[src/rtl/axi_region_remap_ctrl.sv]
// Runtime-programmable initiator remap of region-match columns, with a drain
// handshake. A table update commits only after the affected ports go quiescent.

module axi_region_remap_cnt #(
  parameter int CNT_W = 4
) (
  input  logic clk,
  input  logic rst_n,
  input  logic start,
  input  logic done,
  output logic nz,
  output logic err
);
  logic [CNT_W-1:0] cnt;

  assign nz  = |cnt;
  assign err = (start & ~done & (&cnt)) | (done & ~start & ~(|cnt));

  always_ff @(posedge clk or negedge rst_n) begin
    if (!rst_n)                        cnt <= '0;
    else if (start & ~done & ~(&cnt))  cnt <= cnt + 1'b1;
    else if (done & ~start & (|cnt))   cnt <= cnt - 1'b1;
  end
endmodule

module axi_region_remap_ctrl #(
  parameter int N_INIT_PORT   = 8,
  parameter int N_REGION      = 3,
  parameter int LOG_N_INIT    = 3,
  parameter int CNT_W         = 4,
  parameter int DRAIN_TIMEOUT = 256
) (
  input  logic                                    clk,
  input  logic                                    rst_n,
  input  logic [N_REGION-1:0][N_INIT_PORT-1:0]    match_region_int_i,
  output logic [N_REGION-1:0][N_INIT_PORT-1:0]    match_region_int_o,
  input  logic [N_INIT_PORT-1:0]                  txn_start_i,
  input  logic [N_INIT_PORT-1:0]                  txn_done_i,
  output logic [N_INIT_PORT-1:0]                  stall_o,
  input  logic                                    cfg_valid_i,
  output logic                                    cfg_ready_o,
  input  logic [LOG_N_INIT-1:0]                   cfg_port_i,
  input  logic [LOG_N_INIT-1:0]                   cfg_src_i,
  input  logic                                    cfg_en_i,
  output logic                                    cfg_done_o,
  output logic                                    cfg_err_o,
  output logic                                    cnt_err_o
);
  localparam int TW = $clog2(DRAIN_TIMEOUT + 1);
  localparam logic [LOG_N_INIT:0] NP = (LOG_N_INIT+1)'(N_INIT_PORT);

  typedef enum logic [1:0] {IDLE, DRAIN, APPLY} state_t;
  typedef struct packed {
    logic [LOG_N_INIT-1:0] port;
    logic [LOG_N_INIT-1:0] src;
    logic                  en;
  } cfg_req_t;

  state_t                               state;
  cfg_req_t                             req;
  logic [N_INIT_PORT-1:0]               mask, new_mask, cnt_nz, cnt_err, src_hit;
  logic [N_INIT_PORT-1:0]               tbl_en;
  logic [N_INIT_PORT-1:0][LOG_N_INIT-1:0] tbl_src;
  logic [TW-1:0]                        tcnt;
  logic                                 bad_idx, cur_en;
  logic [LOG_N_INIT-1:0]                cur_src;

  for (genvar g = 0; g < N_INIT_PORT; g++) begin : g_lane
    axi_region_remap_cnt #(.CNT_W(CNT_W)) u_cnt (
      .clk(clk), .rst_n(rst_n), .start(txn_start_i[g]), .done(txn_done_i[g]),
      .nz(cnt_nz[g]), .err(cnt_err[g])
    );
  end

  // Enabled entries pull their source column; a source that was moved away is
  // zeroed unless it is itself the target of an enabled entry.
  always_comb begin
    src_hit = '0;
    for (int i = 0; i < N_INIT_PORT; i++)
      for (int j = 0; j < N_INIT_PORT; j++)
        if (tbl_en[i] && tbl_src[i] == LOG_N_INIT'(j)) src_hit[j] = 1'b1;
    for (int r = 0; r < N_REGION; r++)
      for (int i = 0; i < N_INIT_PORT; i++) begin
        match_region_int_o[r][i] = match_region_int_i[r][i];
        if (tbl_en[i]) begin
          match_region_int_o[r][i] = 1'b0;
          for (int j = 0; j < N_INIT_PORT; j++)
            if (tbl_src[i] == LOG_N_INIT'(j)) match_region_int_o[r][i] = match_region_int_i[r][j];
        end else if (src_hit[i]) begin
          match_region_int_o[r][i] = 1'b0;
        end
      end
  end

  always_comb begin
    cur_en  = 1'b0;
    cur_src = '0;
    for (int j = 0; j < N_INIT_PORT; j++)
      if (cfg_port_i == LOG_N_INIT'(j)) begin
        cur_en  = tbl_en[j];
        cur_src = tbl_src[j];
      end
    bad_idx = ({1'b0, cfg_port_i} >= NP) || (cfg_en_i && {1'b0, cfg_src_i} >= NP);
    for (int j = 0; j < N_INIT_PORT; j++)
      new_mask[j] = (cfg_port_i == LOG_N_INIT'(j)) || (cfg_en_i && cfg_src_i == LOG_N_INIT'(j)) ||
                    (cur_en && cur_src == LOG_N_INIT'(j));
  end

  always_ff @(posedge clk or negedge rst_n) begin
    if (!rst_n) cnt_err_o <= 1'b0;
    else        cnt_err_o <= cnt_err_o | (|cnt_err);
  end

  always_ff @(posedge clk or negedge rst_n) begin
    if (!rst_n) begin
      state       <= IDLE;
      req         <= '0;
      mask        <= '0;
      tcnt        <= '0;
      tbl_en      <= '0;
      tbl_src     <= '0;
      stall_o     <= '0;
      cfg_ready_o <= 1'b1;
      cfg_done_o  <= 1'b0;
      cfg_err_o   <= 1'b0;
    end else begin
      cfg_done_o <= 1'b0;
      cfg_err_o  <= 1'b0;
      case (state)
        IDLE: if (cfg_valid_i) begin
          if (bad_idx) begin
            cfg_done_o <= 1'b1;
            cfg_err_o  <= 1'b1;
          end else begin
            req         <= '{port: cfg_port_i, src: cfg_src_i, en: cfg_en_i};
            mask        <= new_mask;
            stall_o     <= new_mask;
            tcnt        <= '0;
            cfg_ready_o <= 1'b0;
            state       <= DRAIN;
          end
        end
        DRAIN: begin
          tcnt <= tcnt + 1'b1;
          if ((mask & cnt_nz) == '0) begin
            state <= APPLY;
          end else if (tcnt == TW'(DRAIN_TIMEOUT - 1)) begin
            state       <= IDLE;
            stall_o     <= '0;
            cfg_ready_o <= 1'b1;
            cfg_done_o  <= 1'b1;
            cfg_err_o   <= 1'b1;
          end
        end
        APPLY: begin
          for (int j = 0; j < N_INIT_PORT; j++)
            if (req.port == LOG_N_INIT'(j)) begin
              tbl_en[j]  <= req.en;
              tbl_src[j] <= req.src;
            end
          state       <= IDLE;
          stall_o     <= '0;
          cfg_ready_o <= 1'b1;
          cfg_done_o  <= 1'b1;
        end
        default: state <= IDLE;
      endcase
    end
  end
endmodule

[config.mk]
export PLATFORM = sky130hd
export DESIGN_NAME = axi_region_remap_ctrl
export DESIGN_NICKNAME = d
export VERILOG_FILES = /design/src/rtl/axi_region_remap_ctrl.sv
export SDC_FILE = /design/constraint.sdc
export NUM_CORES = 1
export LEC_CHECK = 0
export BUFFER_PORTS_ARGS = -buffer_cell sky130_fd_sc_hd__buf_2
export CAP_MARGIN = 10
export CORE_ASPECT_RATIO = 0.9
export CORE_UTILIZATION = 25
export CTS_CLUSTER_DIAMETER = 40
export DETAILED_ROUTE_END_ITERATION = 7
export REMOVE_ABC_BUFFERS = 1
export SYNTH_ARGS = -nofsm -noshare
export SYNTH_HDL_FRONTEND = slang
export SYNTH_SLANG_ARGS = --single-unit
export TNS_END_PERCENT = 30
[constraint.sdc]
create_clock -name clk -period 5.6 [get_ports clk]
set_input_delay 0.56 -clock clk [delete_from_list [all_inputs] [get_ports clk]]
set_output_delay 0.56 -clock clk [all_outputs]
set_load 0.02 [all_outputs]
==> results.json <==
{
  "netlist_instances": 925,
  "dr.first_iter.drc_count": 711,
  "cp_max_fo": 15,
  "tns_ns": 0,
  "synth.avg_cell_area_um2": 8.84,
  "track_usage_pct": 15.6,
  "die_x_um": 193,
  "drv_cap": 0,
  "leakagePower_uw": 0.00372,
  "hold_ws_ns": 0.338,
  "setup_viol_count_final": 0,
  "vias": 7418,
  "ys_seq_elements": 102,
  "ys_seq_area_share_pct": 31.2,
  "synth_area_leader_cell": "dfrtp_1",
  "drt_first_pass_iters": 7,
  "ir_worst_vdd_uv": 181,
  "clk-insertion-delay-late_ns": 0.35,
  "r2r-start": "g_lane[5].u_cnt.cnt[0]",
  "synth-edff-count": 0,
  "route.met2.wl_mm": 12.2,
  "p_per_area_nw_per_um2": 503,
  "max_freq_ghz": 0.289,
  "synth_area_leaders": "dfrtp_1, mux2_2, mux2i_1",
  "clock-sinks": 102,
  "cts_tree": "yes",
  "postLayoutCoreUtil_pct": 28.4,
  "fin_crit_sh_pct": 61.8,
  "synth_cell_types": 68,
  "h-tree-depth": 3,
  "fin_nets": 1031,
  "crit_required_ns": 5.04,
  "rows": 62,
  "hold_class": "input pin to asynchronous set/reset pin",
  "nFillCells": 3432,
  "drive_gt1_share_pct": 17.4,
  "ioPinCount": 86,
  "rsz0062_at_grt": "false",
  "synthDominantCellAreaShare_pct": 30.9,
  "path_class": "flip-flop to output port",
  "clock_skew_ns": 0.00678,
  "rr_endpoint": "stall_o[2]",
  "worst_pin_slew_ns": 0.955,
  "antenna_found_initial": 2,
  "violations": "design-rule violations",
  "async_flop_share_pct": 100,
  "setup_ws_ns": 2.14,
  "core_region_area_um2": 32000,
  "grt_pass1_vias": 6945,
  "arrival_ns": 2.90,
  "cts_post_setup_buffers_inserted": 0,
  "routed_via_density": 5.40,
  "synthFlopType": "dfrtp_1",
  "start_util_pct": 25.5,
  "cts_hold_buf": 0,
  "die_h_um": 174,
  "synth_most_common_cell": "dfrtp_1",
  "clkTransAtPathRegs_ns": 0.07,
  "place_ws_ns": 2.56,
  "hold_viol": 0,
  "r2r_cells": 6,
  "routabilityCongestion": 0.993,
  "grt_pass1_wl_mm": 40.7,
  "port_buffers": 85,
  "syn_area_um2": 8170,
  "run_status": "complete, but fails checks",
  "wl_per_cell_um": 19.1,
  "drc": 8,
  "r2r_slack_ns": 2.68,
  "ys_top_cells_by_count": "dfrtp_1, nand2_1, nor2_1, clkbuf_1, mux2_2",
  "die-area_um2": 33400,
  "ys.warnings.count": 0,
  "critPathLaunchType": "flip-flop",
  "syn2layout_area_growth_pct": 11.4,
  "cts_root_buf": "clkbuf_16",
  "dr_wl_met3_mm": 1.92,
  "cts_resized": 0,
  "relSlewSlack_pct": 36.0,
  "hpwl_mm": 19.0,
  "report.final.slew_viol_count": 0,
  "end_kind": "output port",
  "top_layer_used": "met5",
  "overflow": 0,
  "cts_buffers": 9,
  "clockBufferDepth": 2,
  "ant_nets": 0,
  "min_period_ns": 3.46,
  "grt_max_degree": 70,
  "power_uw": 4580,
  "wirelength_met1_mm": 11.7,
  "finalWirelength_mm": 26.2
}
logic make-up (layout without fill, tap and decap cells):
kind of cell	Yosys count	in the layout	share of synthesized area [%]
xor+xnor	28	28	3.00
mux	99	99	13.9
flops	102	102	31.2
compound gates	241	241	20.7
fa+ha+maj	30	30	5.33
other cells	0	1	0
buf+inv	97	128	4.98
simple gates	328	328	20.9
cells in the final DEF, fill, tap and decap left out, drive strengths merged, types with 11 or more instances in the layout:
cell,count
dfrtp,101
o22ai,15
nand2b,18
a21o,11
mux2,48
ha,22
nand3,18
buf,86
xor2,15
mux2i,44
nor2b,38
nand4,12
nand2,91
nor3b,14
o21ai,51
a21oi,42
nor2,61
inv,28
a22o,22
xnor2,13
nand3b,17
nor4,12
nor3,16
routing by layer:
metal	vias up	track usage, %
met5	-	0
met4	2	4.59
met3	42	3.46
met2	293	24.5
met1	3593	21.2
li1	3488	-
sequential cells by signal (all words and copies together), names as in the netlist, 2 cells and up:
signal            flops
g_lane.u_cnt.cnt     32
tbl_src              24
tcnt                  9
mask                  8
stall_o               8
tbl_en                8
req                   7
state                 2
worst max-delay path by stage:
stage	start	to	cells after the start
6_report	tbl_src[3]	match_region_int_o[2]	7
5_1_grt	tbl_src[3]	match_region_int_o[2]	7
4_1_cts	tbl_src[3]	match_region_int_o[2]	7
3_5_place_dp	tbl_src[13]	match_region_int_o[2]	7
3_3_place_gp	tbl_src[13]	match_region_int_o[2]	7
2_1_floorplan	tbl_src[18]	match_region_int_o[23]	5
where the power goes:
| group | internal (uW) | switching, uW |
|---|---|---|
| clock network | 307 | 296 |
| logic | 1050 | 1220 |
| registers | 1040 | 674 |
worst max-delay path: stages, from the launching register on:
cell and delay, ns:
dfrtp_1 0.72, nor2b_1 0.19, a32oi_1 0.23, o211ai_1 0.16
a2111oi_0 0.78, a22oi_1 0.17, nand2_1 0.13, buf_2 0.16
cell type report:
type	count	area (um2)	area share [%]
Multi-Input combinational cell	726	5210	57.2
Sequential cell	102	2550	28.0
Tap cell	416	520	5.72
Timing Repair Buffer	86	435	4.78
Clock buffer	9	225	2.47
Inverter	26	97.6	1.07
Clock inverter	7	58.8	0.646
Antenna cell	1	2.50	0.0275
through the flow:
step	area [um2]	std cells
after floorplan	7860	854
after global placement	8820	1356
after detailed placement	8820	1356
after CTS	9100	1372
after global routing	9100	1372
final	9110	1373
No activity file was read; power rests on OpenSTA's default activity.
